$ cat src/rtl/instr_fetch.sv
// Instruction fetch stage: single-outstanding memory read from the current PC,
// presents the fetched word to decode with valid/ready and pulses pc_en once
// decode has accepted it. A flush abandons the fetch without advancing the PC.
module instr_fetch #(
  parameter int DWIDTH = 32,
  parameter int AWIDTH = 32
) (
  input  logic              clk,
  input  logic              reset,
  input  logic [DWIDTH-1:0] pc_value,
  output logic              pc_en,
  output logic              mem_req,
  output logic [AWIDTH-1:0] mem_addr,
  input  logic              mem_ack,
  input  logic [DWIDTH-1:0] mem_rdata,
  output logic              instr_valid,
  input  logic              instr_ready,
  output logic [DWIDTH-1:0] instr_out,
  output logic [DWIDTH-1:0] instr_pc,
  output logic              instr_misaligned,
  input  logic              flush
);

  typedef enum logic [1:0] {
    IDLE = 2'd0,
    REQ  = 2'd1,
    HOLD = 2'd2,
    ADV  = 2'd3
  } state_t;

  state_t            state_reg, state_next;
  logic [AWIDTH-1:0] mem_addr_reg, mem_addr_next;
  logic [DWIDTH-1:0] instr_out_reg, instr_out_next;
  logic [DWIDTH-1:0] instr_pc_reg, instr_pc_next;
  logic              misaligned_reg, misaligned_next;
  // Set when a flush hits an unanswered request; the eventual data is thrown away.
  logic              drop_reg, drop_next;

  // State and datapath registers, cleared asynchronously.
  always_ff @(posedge clk or negedge reset) begin
    if (!reset) begin
      state_reg      <= IDLE;
      mem_addr_reg   <= '0;
      instr_out_reg  <= '0;
      instr_pc_reg   <= '0;
      misaligned_reg <= 1'b0;
      drop_reg       <= 1'b0;
    end else begin
      state_reg      <= state_next;
      mem_addr_reg   <= mem_addr_next;
      instr_out_reg  <= instr_out_next;
      instr_pc_reg   <= instr_pc_next;
      misaligned_reg <= misaligned_next;
      drop_reg       <= drop_next;
    end
  end

  // Next-state and datapath update decisions.
  always_comb begin
    state_next      = state_reg;
    mem_addr_next   = mem_addr_reg;
    instr_out_next  = instr_out_reg;
    instr_pc_next   = instr_pc_reg;
    misaligned_next = misaligned_reg;
    drop_next       = drop_reg;

    case (state_reg)
      IDLE: begin
        // Address is latched every idle cycle so it is stable throughout REQ.
        mem_addr_next = pc_value[AWIDTH-1:0];
        if (!flush) begin
          if (pc_value[1:0] != 2'b00) begin
            // Misaligned PC: report it to decode without touching memory.
            state_next      = HOLD;
            misaligned_next = 1'b1;
            instr_pc_next   = pc_value;
            instr_out_next  = '0;
          end else begin
            state_next = REQ;
          end
        end
      end
      REQ: begin
        if (mem_ack) begin
          drop_next = 1'b0;
          if (drop_reg || flush) begin
            state_next = IDLE;
          end else begin
            state_next      = HOLD;
            instr_out_next  = mem_rdata;
            instr_pc_next   = DWIDTH'(mem_addr_reg);
            misaligned_next = 1'b0;
          end
        end else if (flush) begin
          // Request must stay up until answered; remember to discard it.
          drop_next = 1'b1;
        end
      end
      HOLD: begin
        // Flush takes priority over acceptance so the PC is not advanced.
        if (flush) begin
          state_next = IDLE;
        end else if (instr_ready) begin
          state_next = ADV;
        end
      end
      ADV: begin
        state_next = IDLE;
      end
      default: begin
        state_next = IDLE;
      end
    endcase
  end

  // Handshake outputs decode straight from the state register.
  assign mem_req          = (state_reg == REQ);
  assign instr_valid      = (state_reg == HOLD);
  assign pc_en            = (state_reg == ADV);
  assign mem_addr         = mem_addr_reg;
  assign instr_out        = instr_out_reg;
  assign instr_pc         = instr_pc_reg;
  assign instr_misaligned = misaligned_reg;

endmodule

$ cat config.mk
export PLATFORM = sky130hd
export DESIGN_NAME = instr_fetch
export DESIGN_NICKNAME = d
export VERILOG_FILES = /design/src/rtl/instr_fetch.sv
export SDC_FILE = /design/constraint.sdc
export NUM_CORES = 1
export LEC_CHECK = 0
export BUFFER_PORTS_ARGS = -buffer_cell sky130_fd_sc_hd__buf_2
export CAP_MARGIN = 30
export CORE_MARGIN = 2
export CORE_UTILIZATION = 48
export CTS_BUF_LIST = sky130_fd_sc_hd__clkbuf_2
export DETAILED_ROUTE_END_ITERATION = 12
export PLACE_DENSITY_LB_ADDON = 0.15
export SKIP_LAST_GASP = 1
export SLEW_MARGIN = 20
export SYNTH_ARGS = -nofsm -noshare
export SYNTH_HDL_FRONTEND = slang
export SYNTH_SLANG_ARGS = --single-unit
$ cat constraint.sdc
create_clock -name clk -period 1.9 [get_ports clk]
set_input_delay 0.095 -clock clk [delete_from_list [all_inputs] [get_ports clk]]
set_output_delay 0.095 -clock clk [all_outputs]
set_load 0.005 [all_outputs]
==> summary.txt <==
Placed design
  • DP Wirelength: roughly 6700 um
  • RD Place Congestion: between 0.7 and 0.8
  • DP Area: roughly 5500 um^2
  • Inst Count DP: about 600
  • Dpl ws: between 0.03 and 0.04 ns
  • PortBufs: roughly 170

Synth
  • Yosys warns: 0
  • Synth Area per Inst: about 14 um^2
  • Sequential-to-total area share from yosys stat: between 50% and 60%
  • Synthesized area: between 4000 and 5000 um^2
  • Synthesized flop and latch total: 100
  • Synth cell types: 21
  • Gate Count Post-Synth: between 300 and 400
  • Post-Syn Nets: 396

Floorplan
  • Core area: about 9200 um^2
  • Die Y-Extent: between 100 and 150 um
  • Die Wd: 101 um
  • Die area: just over 10000 um^2
  • Initial Utilization: between 40% and 50%
  • # rows: 35
  • Ports: ~170

Cells and area
  • Non-Filler Instances: 691
  • Nets: about 650
  • Final core utilization: roughly 69%
  • ANT cells: 0
  • Most frequent cells in the layout: buf_2 (167), dfrtp_1 (99), mux2_2 (79)
  • Layout area overhead: 41.6%
  • Layout cell share with drive strength beyond 1: 51.2%
  • Most common cell after layout, fill and taps aside: buf_2
  • Post-route cell area: between 6000 and 7000 um^2

Drt
  • Detailed Routing Iterations Pass 1: 4
  • Via count: approximately 3400
  • Post-route DRC: 0
  • Vias per cell: approximately 5
  • Remaining antenna violation count: 0
  • Wirelength per Cell: 15.4 um
  • Drt first-iter violations: 97
  • WL final: 10700 um

Worst setup path
  • CP Cell Sequence: nand2b_1, a2111oi_4, buf_12, mux2_2
  • Crit path max-delay family: flip-flops
  • FF-to-FF path depth: 4
  • Required time worst endpoint: approximately 2.4 ns
  • Critical Path Fanout Max: 28
  • CP endpoint kind: register
  • Worst Path Arrival: roughly 2.2 ns
  • Crit path max-delay cell type: dfrtp_1
  • CP peak stage delay: 0.43 ns
  • CP bufs+invs: 1
  • Startpoint Class: register
  • Total stage count of the critical path: 4
  • Setup CP Type: register to register

Global route
  • Largest net degree at the start of global routing: 42
  • First-pass GRT wire length: ~17000 um
  • GRT Resource Usage Total: between 20% and 30%
  • Vias in the first global route: approximately 3500
  • Initial antenna violation count: 0
  • Grt total ovfl: 0

Flow run
  • Max Cap Violations: 0

Min path
  • Cells on Worst Hold Path: 4
  • Hold crit path type: primary input to register

Timing
  • Max Freq: 0.560 GHz
  • Slew headroom: 61.2%
  • Final cycle utilization of the critical path: 94.0%
  • Max Clock Skew: approximately 0.031 ns
  • Final Max Tran Viols: 0
  • Setup_tns: 0 ns
  • Final hold viol count: 0
  • Min Clock Period, post-route: 1.79 ns
  • Final setup violation count: 0
  • Unrepaired setup endpoints after global routing: true
  • Final WS setup: about 0.11 ns
  • Tightest Pin Transition: 0.580 ns

Clocking
  • CTS tree: built
  • CTS buffer count: 9
  • Reg clk slew, reported paths: roughly 0.27 ns
  • Worst skew pair latency: 0.54 ns
  • H-tree depth: 3
  • CTS Sinks: 100
  • Clk buf depth: 2
  • Root Buffer: clkbuf_2

Pwr
  • Cell Pwr Density: ~890 nW/um^2
  • Lkg Pwr: between 3 and 4 nW
  • VDD IR max: 0.000471 V

Outcome
  • Status: finished, final reports clean
[cell families (layout without fill, tap and decap cells)]
logic type	after synthesis	count (layout)	synth area share [%]
mux	129	129	33.0
buf+inv	52	305	6.01
flops	100	100	55.9
simple gates	40	40	3.75
compound gates	6	6	1.34
[routing by layer]
metal	global-route usage, %	vias to the layer above	routed length (um)	share of wire (%)
li1	-	1595	-	-
met1	26.6	1629	4600	43
met2	36.0	115	5290	50
met3	4.58	19	570	5.3
met4	8.85	0	209	2.0
met5	0	-	0	0
[worst paths after layout]
check / start / end / slack [ns]
worst min-delay path: mem_rdata[8] / instr_out[8]$_DFFE_PN0P_ / 0.29
max in group asynchronous: reset / state_reg[0]$_DFFE_PN0P_ / 0.83
worst max-delay path: drop_reg$_DFFE_PN0P_ / instr_pc[13]$_DFFE_PN0P_ / 0.11
worst max register to register: drop_reg$_DFFE_PN0P_ / instr_pc[13]$_DFFE_PN0P_ / 0.11
min in group asynchronous: reset / instr_pc[19]$_DFFE_PN0P_ / 0.57
worst min register to register: instr_out[28]$_DFFE_PN0P_ / instr_out[28]$_DFFE_PN0P_ / 0.53
[power by group]
part	internal, W	leakage (nW)	total, W	switching, W
Clock	0.000167	0.0534	0.000858	0.000691
Combinational	0.00113	1.77	0.00187	0.000741
Sequential	0.00261	1.23	0.00289	0.000283
Total	0.00390	3.06	0.00561	0.00171
[Yosys cell counts, drive strengths merged]
master / n / area, um^2
dfrtp: 100 / 2500
mux2: 96 / 1140
inv: 34 / 128
mux2i: 33 / 330
nand2: 32 / 120
buf: 16 / 134
a21oi: 3 / 15.0
clkbuf: 2 / 7.51
nand2b: 2 / 12.5
nor2: 2 / 7.51
nor3: 2 / 15.0
a2111oi: 1 / 27.5
and2: 1 / 6.26
nor2b: 1 / 6.26
o22a: 1 / 8.76
o32ai: 1 / 8.76
[timing repair]
action | 4_1_cts | 5_1_grt
resized for setup | 2 | 0
setup buffers | 0 | 1
endpoints found under the setup margin | 2 | 13
hold endpoints to repair | 199 | 0
hold buffers | 73 | 0
pin swaps | 0 | 1
[stage by stage]
stage	total power [W]	hold slack, ns
finish	0.00561	0.291
global route	0.00597	0.226
CTS	0.00568	0.221
floorplan	0.00385	-0.201
detailed placement	0.00468	0.0908
global placement	0.00463	0.0889
[worst reg2reg max path: stages, from the launching register on]
cell       delay, ns
dfrtp_1         0.43
nand2b_1        0.20
a2111oi_4       0.42
buf_12          0.28
mux2_2          0.39
[cell type report]
cell class / instances / area (um^2)
Clock buffer: 9 / 45.0
Clock inverter: 6 / 41.3
Fill cell: 661 / 2820
Inverter: 34 / 128
Multi-Input combinational cell: 175 / 1710
Sequential cell: 100 / 2500
Tap cell: 111 / 139
Timing Repair Buffer: 256 / 1770
No activity file was read; power rests on OpenSTA's default activity.
